**src/rtl/vsync_if.sv**
```systemverilog
// Vertical timing signal bundle: line-timing inputs in, frame-timing outputs back.
// Optional frame_start signal present only when VSYNC_FRAME_START_EN is defined.
interface vsync_if #(
  parameter int ROW_W = 7
);
  logic             hsync;
  logic             display_active;
  logic             vsync;
  logic [ROW_W-1:0] vPixel;
  logic             v_active;
  logic             video_on;
  logic [2:0]       state_dbg;
`ifdef VSYNC_FRAME_START_EN
  logic             frame_start;
`endif

  // master: the upstream line timing source / consumer; slave: the vsync block.
  // No valid/ready handshake: hsync falling edges are the only events, and
  // outputs are level signals sampled by the consumer every clock.
  modport master (
    output hsync, display_active,
    input  vsync, vPixel, v_active, video_on, state_dbg
`ifdef VSYNC_FRAME_START_EN
    , input frame_start
`endif
  );

  modport slave (
    input  hsync, display_active,
    output vsync, vPixel, v_active, video_on, state_dbg
`ifdef VSYNC_FRAME_START_EN
    , output frame_start
`endif
  );
endinterface

```
**src/rtl/vsync.sv**
```systemverilog
// Vertical timing stage: counts lines on hsync falling edges, drives vsync/vPixel/v_active.
// Define VSYNC_FRAME_START_EN to add the frame_start one-clock pulse output.
module vsync #(
  parameter int PULSE_LINES       = 2,
  parameter int BACK_PORCH_LINES  = 29,
  parameter int DISPLAY_LINES     = 480,
  parameter int FRONT_PORCH_LINES = 10,
  parameter int ROW_LINES         = 5,
  parameter int ROW_W             = 7
) (
  input  logic    clk,
  input  logic    reset,
  vsync_if.slave  vif
);
  localparam int TOTAL_LINES = PULSE_LINES + BACK_PORCH_LINES + DISPLAY_LINES + FRONT_PORCH_LINES;
  localparam int SUB_W       = (ROW_LINES > 1) ? $clog2(ROW_LINES) : 1;

  localparam logic [9:0]       PULSE_END = 10'(PULSE_LINES - 1);
  localparam logic [9:0]       BACK_END  = 10'(PULSE_LINES + BACK_PORCH_LINES - 1);
  localparam logic [9:0]       DISP_END  = 10'(PULSE_LINES + BACK_PORCH_LINES + DISPLAY_LINES - 1);
  localparam logic [9:0]       LAST_LINE = 10'(TOTAL_LINES - 1);
  localparam logic [SUB_W-1:0] SUB_LAST  = SUB_W'(ROW_LINES - 1);
  localparam logic [ROW_W-1:0] ROW_MAX   = ROW_W'(DISPLAY_LINES / ROW_LINES - 1);

  typedef enum logic [2:0] {
    S_IDLE  = 3'd0,
    S_PULSE = 3'd1,
    S_BACK  = 3'd2,
    S_DISP  = 3'd3,
    S_FRONT = 3'd4
  } state_t;

  state_t           state_q;
  logic [9:0]       line_cnt_q;
  logic [9:0]       line_cnt_d;
  logic [SUB_W-1:0] row_sub_q;
  logic [ROW_W-1:0] vpixel_q;
  logic             v_active_q;
  logic             vsync_q;
  logic             hsync_q;
  logic             line_tick;
`ifdef VSYNC_FRAME_START_EN
  logic             frame_start_q;
`endif

  // hsync_q resets high so an hsync already low at reset release counts as an edge.
  assign line_tick  = hsync_q & ~vif.hsync;
  assign line_cnt_d = (line_cnt_q == LAST_LINE) ? 10'd0 : line_cnt_q + 10'd1;

  always_ff @(posedge clk or negedge reset) begin
    if (!reset) begin
      state_q       <= S_IDLE;
      line_cnt_q    <= '0;
      row_sub_q     <= '0;
      vpixel_q      <= '0;
      v_active_q    <= 1'b0;
      vsync_q       <= 1'b1;
      hsync_q       <= 1'b1;
`ifdef VSYNC_FRAME_START_EN
      frame_start_q <= 1'b0;
`endif
    end else begin
      hsync_q       <= vif.hsync;
`ifdef VSYNC_FRAME_START_EN
      frame_start_q <= 1'b0;
`endif
      if (line_tick) begin
        line_cnt_q <= line_cnt_d;
        case (state_q)
          S_IDLE: begin
            state_q    <= S_PULSE;
            line_cnt_q <= '0;
            vsync_q    <= 1'b0;
`ifdef VSYNC_FRAME_START_EN
            frame_start_q <= 1'b1;
`endif
          end
          S_PULSE: begin
            if (line_cnt_q == PULSE_END) begin
              state_q <= S_BACK;
              vsync_q <= 1'b1;
            end
          end
          S_BACK: begin
            if (line_cnt_q == BACK_END) begin
              state_q    <= S_DISP;
              v_active_q <= 1'b1;
              vpixel_q   <= '0;
              row_sub_q  <= '0;
            end
          end
          S_DISP: begin
            // Leaving the last display line wins over the row step that coincides with it.
            if (line_cnt_q == DISP_END) begin
              state_q    <= S_FRONT;
              v_active_q <= 1'b0;
              vpixel_q   <= '0;
              row_sub_q  <= '0;
            end else if (row_sub_q == SUB_LAST) begin
              row_sub_q <= '0;
              if (vpixel_q != ROW_MAX) vpixel_q <= vpixel_q + 1'b1;
            end else begin
              row_sub_q <= row_sub_q + 1'b1;
            end
          end
          S_FRONT: begin
            if (line_cnt_q == LAST_LINE) begin
              state_q <= S_PULSE;
              vsync_q <= 1'b0;
`ifdef VSYNC_FRAME_START_EN
              frame_start_q <= 1'b1;
`endif
            end
          end
          default: state_q <= S_IDLE;
        endcase
      end
    end
  end

  assign vif.vsync     = vsync_q;
  assign vif.vPixel    = vpixel_q;
  assign vif.v_active  = v_active_q;
  assign vif.video_on  = vif.display_active & v_active_q;
  assign vif.state_dbg = state_q;
`ifdef VSYNC_FRAME_START_EN
  assign vif.frame_start = frame_start_q;
`endif
endmodule

```
**src/flat_wrapper.sv**
```systemverilog
// flat-port wrapper written by rule: the top's interface ports become plain ports
module vsync_flat 
#(
  parameter int PULSE_LINES       = 2,
  parameter int BACK_PORCH_LINES  = 29,
  parameter int DISPLAY_LINES     = 480,
  parameter int FRONT_PORCH_LINES = 10,
  parameter int ROW_LINES         = 5,
  parameter int ROW_W             = 7
)
  (clk, reset, vif_hsync, vif_display_active, vif_vsync, vif_vPixel, vif_v_active, vif_video_on, vif_state_dbg);
  vsync_if #(.ROW_W(ROW_W)) vif_i ();
  input  logic clk;
  input  logic reset;
  input wire logic [$bits(vif_i.hsync)-1:0] vif_hsync;
  input wire logic [$bits(vif_i.display_active)-1:0] vif_display_active;
  output wire logic [$bits(vif_i.vsync)-1:0] vif_vsync;
  output wire logic [$bits(vif_i.vPixel)-1:0] vif_vPixel;
  output wire logic [$bits(vif_i.v_active)-1:0] vif_v_active;
  output wire logic [$bits(vif_i.video_on)-1:0] vif_video_on;
  output wire logic [$bits(vif_i.state_dbg)-1:0] vif_state_dbg;
  assign vif_i.hsync = vif_hsync;
  assign vif_i.display_active = vif_display_active;
  assign vif_vsync = vif_i.vsync;
  assign vif_vPixel = vif_i.vPixel;
  assign vif_v_active = vif_i.v_active;
  assign vif_video_on = vif_i.video_on;
  assign vif_state_dbg = vif_i.state_dbg;
  vsync #(.PULSE_LINES(PULSE_LINES), .BACK_PORCH_LINES(BACK_PORCH_LINES), .DISPLAY_LINES(DISPLAY_LINES), .FRONT_PORCH_LINES(FRONT_PORCH_LINES), .ROW_LINES(ROW_LINES), .ROW_W(ROW_W)) u_core (.clk(clk), .reset(reset), .vif(vif_i));
endmodule
```
**config.mk**
```make
export PLATFORM = sky130hd
export DESIGN_NAME = vsync_flat
export DESIGN_NICKNAME = d
export VERILOG_FILES = /design/src/rtl/vsync_if.sv /design/src/rtl/vsync.sv /design/src/flat_wrapper.sv
export SDC_FILE = /design/constraint.sdc
export NUM_CORES = 1
export LEC_CHECK = 0
export BUFFER_PORTS_ARGS = -buffer_cell sky130_fd_sc_hd__buf_2
export CAP_MARGIN = 40
export CORE_MARGIN = 2
export CORE_UTILIZATION = 45
export CTS_BUF_LIST = sky130_fd_sc_hd__clkbuf_8
export DETAILED_ROUTE_END_ITERATION = 8
export SYNTH_ARGS = -nofsm -noshare
export SYNTH_HDL_FRONTEND = slang
export SYNTH_SLANG_ARGS = --single-unit
```
**constraint.sdc**
```tcl
create_clock -name clk -period 2.97 [get_ports clk]
set_input_delay 0 -clock clk [delete_from_list [all_inputs] [get_ports clk]]
set_output_delay 0 -clock clk [all_outputs]
set_load 0.005 [all_outputs]
```
### Yosys cells after proc, flatten, opt, wreduce, memory -nomap -nowiden

Cells that the tools add are included.

| operators by class | value |
|---|---|
| bitwise logic cells | 3 |
| $add $sub $neg | 3 |
| eq/ne operators | 16 |
| mux-type cells | 22 |
| shift-type cells | 0 |
| divide/modulo/power cells | 0 |
| reductions and logical operators | 8 |
| order comparisons | 0 |
| $mul | 0 |

Operators by type and width:

| operator | count |
|---|---|
| 2-to-1 mux 7 bit | 4 |
| 2-to-1 mux 3 bit | 7 |
| 2-to-1 mux 10 bit | 2 |
| one-hot mux 3 bit (5 select lines) | 1 |
| one-hot mux 7 bit (2 select lines) | 1 |
| adder 10 x 1 -> 10 bit, second input constant | 1 |
| == test 10 x 1 -> 1 bit, second input constant | 1 |
| == test 10 bit, second input constant | 1 |
| == test 10 x 5 -> 1 bit, second input constant | 1 |
| == test 10 x 9 -> 1 bit, second input constant | 1 |
| AND reduction 5 bit | 2 |
| inequality test 2 x 1 -> 1 bit, second input constant | 4 |
| AND reduction 4 bit | 2 |
| adder 7 x 1 -> 7 bit, second input constant | 1 |
| inequality test 7 bit, second input constant | 1 |
| == test 3 x 2 -> 1 bit, second input constant | 2 |
| == test 3 bit, second input constant | 2 |
| inequality test 3 x 1 -> 1 bit, second input constant | 2 |
| one-hot mux 3 bit (2 select lines) | 1 |
| 2-to-1 mux 1 bit | 4 |
| adder 3 x 1 -> 3 bit, second input constant | 1 |
| == test 3 x 1 -> 1 bit, second input constant | 1 |
| logical NOT 3 bit | 1 |
| one-hot mux 1 bit (3 select lines) | 1 |
| other kinds (6) | 7 |

| storage, ports and cells | value |
|---|---|
| memory bits (read-only) | 0 |
| output and inout bits | 13 |
| bits in latches | 0 |
| input port bits | 4 |
| bits in registers | 26 |
| logic and storage cells | 59 |
| bits in writable memories | 0 |
| memories | 0 |

### Longest topological paths before layout

Gate-level depths: netlist of run 1.

| logic depth | value |
|---|---|
| depth in word-level cells | 5 |
| gate-level depth with buffers | 7 |
| gate-level depth less buffers | 6 |

### Worst setup path before layout of run 1

No wires, ideal clock.

| timing path | value |
|---|---|
| path type | register to register |
| from | register u_core.line_cnt_q[0] |
| to | register u_core.vpixel_q[2], in the netlist u_core.vif.vPixel[2] |
| path buffers | 1 |
| slack | 1.330 ns |
| library setup time | 0.104 ns |
| stages on the path, launching flop included | 8 |
| period minus slack after synthesis | 1.640 ns |
| arrival | 1.536 ns |
| cell sequence | dfrtp_1 -> inv_1 -> ha_1 -> and4b_1 -> a31oi_1 -> buf_4 -> nand3_1 -> o311ai_1 |

| on the way | value |
|---|---|
| longest elaborated chain between the ends | 3 |

RTL lines:

| item | RTL line | text |
|---|---|---|
| start, declared | vsync.sv:34 | `logic [9:0] line_cnt_q;` |
| start signal, assigned | vsync.sv:68 | `line_cnt_q <= line_cnt_d;` |
| == test 10 x 9 -> 1 bit / == test 10 x 5 -> 1 bit (equally long branches) | vsync.sv:94, vsync.sv:85 |  |
| inequality test 3 x 1 -> 1 bit (no line) (tied with other cells) | - |  |
| AND reduction 5 bit (no line) / one-hot mux 7 bit (2 select lines) (equally long branches) | - |  |
| end signal, assigned | vsync.sv:101 | `if (vpixel_q != ROW_MAX) vpixel_q <= vpixel_q + 1'b1;` |
| end, declared | vsync.sv:37 | `logic [ROW_W-1:0] vpixel_q;` |

Several ways; a longest one is shown, not always the timed one.
A chain may end at the register's enable or synchronous reset.

### Worst setup path after layout of run 1

Same ends and word-level chain as after synthesis.

==> results_dict.tcl, run 1 <==
set metrics [dict create \
    status "finished, final reports clean" \
    placed_cells 241 \
    diodes 0 \
    synth_top_area_share_pct 36.2 \
    ys_ff_latch 26 \
    synth_nets 194 \
    antenna_found_initial 0 \
    detail_route.first_pass.iterations 4 \
    fin_crit_ps 2200 \
    ir_drop_mv 0.347 \
    initial_core_util_pct 46.0 \
    clkPwrFrac_pct 20.8 \
    syn_area_um2 1660 \
    grtUsageTotal_pct 21.6 \
    io-pin-count 17 \
    die_x_um 64.7 \
    drc 0 \
    fin_cells 247 \
    finalSetupTns_ps 0 \
    synthTopCellsByArea "dfrtp_1 (36%), nand3_1 (6.9%), ha_1 (5.3%)" \
    io_buffers 16 \
    drive_gt1_share_pct 16.1 \
    yosys.cell_types.count 51 \
    cts_tree "done" \
    maxSlewHeadroom_pct 61.7 \
    fmax_ghz 0.454 \
    worst_setup_path_end_kind "flop" \
    cts-buffers-inserted 3 \
    synth_cells 183 \
    avgSynthCellArea_um2 9.06 \
    avgViaCountPerCell 6.09 \
    cts_htree_levels 1 \
    place_congestion 0.915 \
    ys.warnings.count 0 \
    hold_viol_final 0 \
    finalCritPeriodShare_pct 74.2 \
    postLayoutCoreUtil_pct 51.1 \
    postPlaceCellArea_um2 1770 \
    crit_type "flop to flop" \
    drtIter0Drc 137 \
    root_buffer "clkbuf_8" \
    cp-start-kind "flop" \
    skew_ps 3.72 \
    synthFlopType "dfrtp_1" \
    nets 211 \
    cap_violations 0 \
    fin_area_um2 1840 \
    core_um2 3610 \
    clock-sinks 26 \
    grt_max_degree 27 \
    worstPathMaxFanout 14 \
    crit_chain "inv_1 -> ha_1 -> and4b_1 -> a31oi_1 -> buf_4 -> nand3_1 -> o311ai_1" \
    yosysSeqAreaShare_pct 39.4 \
    power.density_nw_per_um2 617 \
    dieArea_um2 4190 \
    postRouteAntennaNets 0 \
    hp-class "input pin to async pin" \
    async_reset_ff_share_pct 100 \
    worst_pin_slew_ps 572 \
    area_delta_synth_final_pct 11.1 \
    first_global_vias 1535 \
    grt_pass1_wl_mm 7.22 \
    synth-edff-count 0 \
    wl_per_cell_um 15.9 \
    routed_wirelength_mm 3.92 \
    leakagePower_nw 0.769 \
    cp.arrival_ps 2380 \
    cts_setup_buffers 0 \
    power.switching_mw 0.432 \
    grt_overflow 0 \
    pwr-share-comb_pct 29.0 \
    clkTransAtPathRegs_ps 90 \
    timing.hold.ws_ps 251 \
    crit_required_ps 3150 \
    critPathMaxStageDelay_ps 510 \
    die_y_um 64.7 \
    swShare_pct 38.1 \
    power.internal_mw 0.703 \
    p_seq_share_pct 50.2 \
    slowest_stage "a31oi_1" \
    clockBufferDepth 2 \
    clk_latency_ps 270 \
    yosys.area.top_type "dfrtp_1" \
    finalSetupViolations 0 \
    hpwl_mm 2.83 \
    vias 1504 \
    rows 22 \
    finalMaxSlewViolations 0 \
    grt_setup_unrepaired "false" \
]
==> per-layer routing <==
| layer | track usage, % | routed length (um) |
|---|---|---|
| met1 | 28.3 | 1810 |
| met2 | 37.2 | 1910 |
| met3 | 2.78 | 166 |
| met4 | 6.65 | 39 |
| met5 | 0 | 0 |
==> cell families after synthesis <==
kind of cell | share of synthesized area [%]
buffers and inverters | 5.06
muxes | 1.81
adders and majority gates | 5.28
and+or+nand+nor | 25.5
AOI/OAI and AO/OA | 22.9
DFF | 39.4
==> worst paths after layout <==
check | start | to | slack (ps) | cells after the start
setup / recovery | u_core.line_cnt_q[0]$_DFFE_PN0P_ | u_core.vif.vPixel[2]$_DFFE_PN0P_ | 770 | 7
hold / removal | reset | u_core.vif.vPixel[5]$_DFFE_PN0P_ | 250 | 2
setup reg to reg | u_core.line_cnt_q[0]$_DFFE_PN0P_ | u_core.vif.vPixel[2]$_DFFE_PN0P_ | 770 | 7
hold reg to reg | u_core.vif.vsync$_DFFE_PN1P_ | u_core.vif.vsync$_DFFE_PN1P_ | 490 | 2
max in group asynchronous | reset | u_core.hsync_q$_DFF_PN1_ | 2340 | 2
min in group clk | vif_display_active | vif_video_on | 280 | 3
==> registers in the layout, summed over array words and instances, names as in the netlist <==
register              flops
u_core.vif.vsync          1
u_core.vif.v_active       1
u_core.hsync_q            1
u_core.vif.state_dbg      3
u_core.row_sub_q          3
u_core.vif.vPixel         7
u_core.line_cnt_q        10
==> repair_timing <==
item                      CTS  global route
gates resized for setup     0             0
hold buffers                2             0
hold endpoints to repair   25             0
==> stage by stage <==
step                worst slack [ps]  total power [mW]
floorplan                       1330             0.787
global placement                 892             0.884
detailed placement               802             0.904
CTS                              751              1.14
global route                     490              1.23
finish                           766              1.14
==> placed cells by master, fill, tap and decap left out, types with 3 or more instances in the layout <==
cell	instances
inv_1	10
buf_2	16
mux2i_1	3
o21ai_1	7
nand2_1	11
dfrtp_1	24
nor2_1	8
nand4_1	7
o21ai_0	5
nand3_1	23
and3_1	5
clkbuf_8	4
a21oi_1	3
a41oi_1	4
ha_1	7
o211ai_1	5
nor3_1	4
a31oi_1	13
==> worst max-delay path, delay by kind of cell (launching register included) <==
family / cells / cell delay [ps]
compound gates: 2 / 740
flops: 1 / 440
buf+inv: 2 / 410
simple gates: 2 / 310
fa+ha+maj: 1 / 210
==> power groups by stage <==
stage | Combinational (mW) | Sequential (mW) | Clock, mW
finish | 0.330 | 0.570 | 0.236
global route | 0.387 | 0.588 | 0.259
CTS | 0.333 | 0.567 | 0.240
detailed placement | 0.330 | 0.573 | 0
global placement | 0.319 | 0.565 | 0
floorplan | 0.264 | 0.523 | 0
==> cell type report <==
class	instances	area [um2]
fill	359	1760
tap	48	60.1
clock buffer	4	55.1
timing repair buffer	20	115
sequential	26	653
multi-input combinational	139	921
inverter	10	37.5
==> synthesized netlist by cell type (all sizes together), types with 2 or more instances <==
master,count
and4,2
nor3,4
a41oi,4
nor2,9
buf,7
and3,5
mux2i,3
nand4,7
nand2,12
dfstp,2
o211ai,5
a211oi,2
inv,10
a21oi,5
o31ai,2
a31oi,14
a31o,2
nand3,24
dfrtp,24
ha,7
nor2b,2
o21ai,12
Note: power is estimated with default switching activity, not from simulation.
==> run 2: changes to the inputs <==
Settings changed: ABC_AREA from default to 1, PLACE_DENSITY from default to 0.66.
Clock period 2.97 ns to 2 ns, I/O delays scaled along.
==> run 2 against run 1 <==
Compared with the run above: final cell count is 18% higher; synthesized cell count is 23% higher; flip-flop and latch count stayed put; power is 66% higher; hold slack worse by 4.9 ps; non-clock buffer count is 1 lower; sequential share of layout area is 0.17 points lower; combinational power is 100% higher; critical path type unchanged; critical endpoint is now u_core.vif.vPixel[1]$_DFFE_PN0P_.
==> results_dict.tcl, run 2 <==
set metrics [dict create \
    first_global_vias 1325 \
    leakagePower_nw 0.953 \
    muxShareOfSynthArea_pct 0 \
    drive_gt1_share_pct 14.2 \
    finalSetupTns_ps 0 \
    cp-startpoint "u_core.line_cnt_q[0]$_DFFE_PN0P_" \
    cts-buffers-inserted 3 \
    worstPathMaxFanout 13 \
    antenna_found_initial 0 \
    hold_viol_final 0 \
    grtUsageTotal_pct 17.3 \
    postLayoutCoreUtil_pct 54.2 \
    pwr-share-comb_pct 35.9 \
    hpwl_mm 2.36 \
    clkPwrFrac_pct 23.2 \
    worst_pin_slew_ps 592 \
    fin_area_um2 1850 \
    cap_violations 0 \
    diodes 0 \
    initial_core_util_pct 47.9 \
    die_x_um 64.3 \
    area_delta_synth_final_pct 13.2 \
    r2r_start "u_core.line_cnt_q[0]$_DFFE_PN0P_" \
    async_reset_ff_share_pct 100 \
    crit_type "flop to flop" \
    dieArea_um2 4130 \
    power.switching_mw 0.733 \
    yosys.cell_types.count 26 \
    drc 0 \
    fmax_ghz 0.621 \
    postPlaceCellArea_um2 1760 \
    root_buffer "clkbuf_8" \
    clock-sinks 26 \
    cp.arrival_ps 1830 \
    synthTopCellsByArea "dfrtp_1 (37%), nand2_1 (15%), inv_1 (7.1%)" \
    power.internal_mw 1.15 \
    yosys.area.top_type "dfrtp_1" \
    synth_cells 226 \
    maxSlewHeadroom_pct 60.5 \
    cp-start-kind "flop" \
    finalCritPeriodShare_pct 80.5 \
    p_seq_share_pct 40.9 \
    place_congestion 0.855 \
    grt_setup_unrepaired "false" \
    slowest_stage "dfrtp_1" \
    power_mw 1.88 \
    cts_setup_buffers 0 \
    worst_setup_path_end_kind "flop" \
    synth-simple-area-share_pct 36.0 \
    synth_common_cells "nand2_1 (64), inv_1 (31), nor2_1 (31)" \
    io-pin-count 17 \
    vias 1411 \
    crit_required_ps 2220 \
    grt_max_degree 27 \
    cp_top_family "simple AND/OR/NAND/NOR gates" \
    yosysSeqAreaShare_pct 39.9 \
    die_y_um 64.3 \
    hold_depth 4 \
    finalMaxSlewViolations 0 \
    cts_tree "done" \
    skew_ps 6.78 \
    regMostFlops "u_core.line_cnt_q" \
    swShare_pct 38.9 \
    rows 21 \
    grt_overflow 0 \
    synth_compound_area_share_pct 7.19 \
    routed_wirelength_mm 3.13 \
    syn_area_um2 1640 \
    fill_cells 336 \
    postRouteAntennaNets 0 \
    synth-edff-count 0 \
    synth_top_area_share_pct 36.7 \
    fin_ws_ps 390 \
    hp-class "input pin to output port" \
    ir_drop_mv 0.601 \
    clk_latency_ps 270 \
    clkTransAtPathRegs_ps 90 \
    nets 258 \
    finalSetupViolations 0 \
    synth_nets 237 \
    grt_pass1_wl_mm 5.70 \
    path_depth 10 \
    largest_reg_flops 10 \
    layout_commonest_cell "nand2_1" \
    clockBufferDepth 2 \
    synthXorXnorAreaFrac_pct 2.68 \
    detail_route.first_pass.iterations 4 \
    synth_top_family_by_area "simple AND/OR/NAND/NOR gates" \
    status "finished, final reports clean" \
    critPathMaxStageDelay_ps 430 \
    wl_per_cell_um 10.7 \
    crit_chain "inv_1 -> ha_1 -> nand3_1 -> nor2_1 -> nand2_1 -> nand2_2 -> nand3_4 -> nor2_4 -> nand2_1 -> nand2_1" \
    fin_crit_ps 1610 \
    core_um2 3420 \
    avgSynthCellArea_um2 7.24 \
    synthFlopType "dfrtp_1" \
    avgViaCountPerCell 4.83 \
    layout_common_cells "nand2_1 (64), inv_1 (31), nor2_1 (31)" \
    crit_path_frequent_cell "nand2_1" \
    cts_htree_levels 1 \
    drtIter0Drc 41 \
    synthAdderAreaFrac_pct 5.36 \
    cp_num_buf_inv 1 \
    min-delay-start "vif_display_active" \
    synth.most_common_cell "nand2_1" \
    pre_cts_ws_ps 386 \
    ys.warnings.count 0 \
    io_buffers 16 \
    ys_ff_latch 26 \
    ff2ff_path_depth 10 \
    power.density_nw_per_um2 1020 \
]
run 2: cell types whose count changed after synthesis, sizes merged, moves of 5 or more:
cell,delta
nand3,-7
o211ai,-5
inv,+22
o21ai,+6
and3,-5
a31oi,-14
nand4,-5
nand2,+55
nor2,+26
run 2: area by class of cell:
type                            instances  area (um2)  share of cell area, %
Inverter                               32         123                   6.63
Sequential cell                        26         653                   35.3
Timing Repair Buffer                   19         108                   5.81
Tap cell                               46        57.6                   3.11
Clock inverter                          1        30.0                   1.62
Clock buffer                            3        41.3                   2.23
Multi-Input combinational cell        165         838                   45.3
run 2: layer usage:
metal,vias up,GRT usage (%),part of all wire [%]
li1,748,-,-
met5,-,0,0
met4,0,5.59,1.1
met3,4,2.11,2.7
met1,636,22.8,52
met2,23,29.6,44
run 2: per-stage QoR:
stage / std cells / hold WS [ps]
4_1_cts: 292 / 250
5_1_grt: 292 / 290
3_3_place_gp: 286 / 45.0
2_1_floorplan: 226 / -296
6_report: 292 / 247
3_5_place_dp: 286 / 43.4
run 2: power by group through the flow:
stage / logic (mW) / clock network, mW / registers [mW]
after floorplan: 0.522 / 0 / 0.745
after global placement: 0.675 / 0 / 0.780
after detailed placement: 0.676 / 0 / 0.780
after CTS: 0.683 / 0.447 / 0.770
after global routing: 0.782 / 0.470 / 0.794
final: 0.675 / 0.437 / 0.770
run 2: cell families after synthesis:
kind of cell | Yosys count
simple gates | 131
buf+inv | 35
flops | 26
compound gates | 22
fa+ha+maj | 7
xor+xnor | 5
run 2: timing repair:
item | in CTS | in global routing
endpoints found under the hold margin | 25 | 0
hold buffers | 2 | 0
gates resized for setup | 0 | 0
run 2: final timing paths:
path                                                  endpoint  slack, ps
hold reg to reg                   u_core.vif.vsync$_DFFE_PN1P_        480
min in group asynchronous  u_core.vif.state_dbg[2]$_DFFE_PN0P_        260
setup / recovery              u_core.vif.vPixel[1]$_DFFE_PN0P_        390
max in group asynchronous     u_core.line_cnt_q[9]$_DFFE_PN0P_       1350
hold / removal                                    vif_video_on        250
setup reg to reg              u_core.vif.vPixel[1]$_DFFE_PN0P_        390
run 2: worst min-delay path, delay by kind of cell:
| kind | cells | cell delay, ps |
|---|---|---|
| buffers and inverters | 3 | 200 |
| AND/OR/NAND/NOR | 1 | 40 |
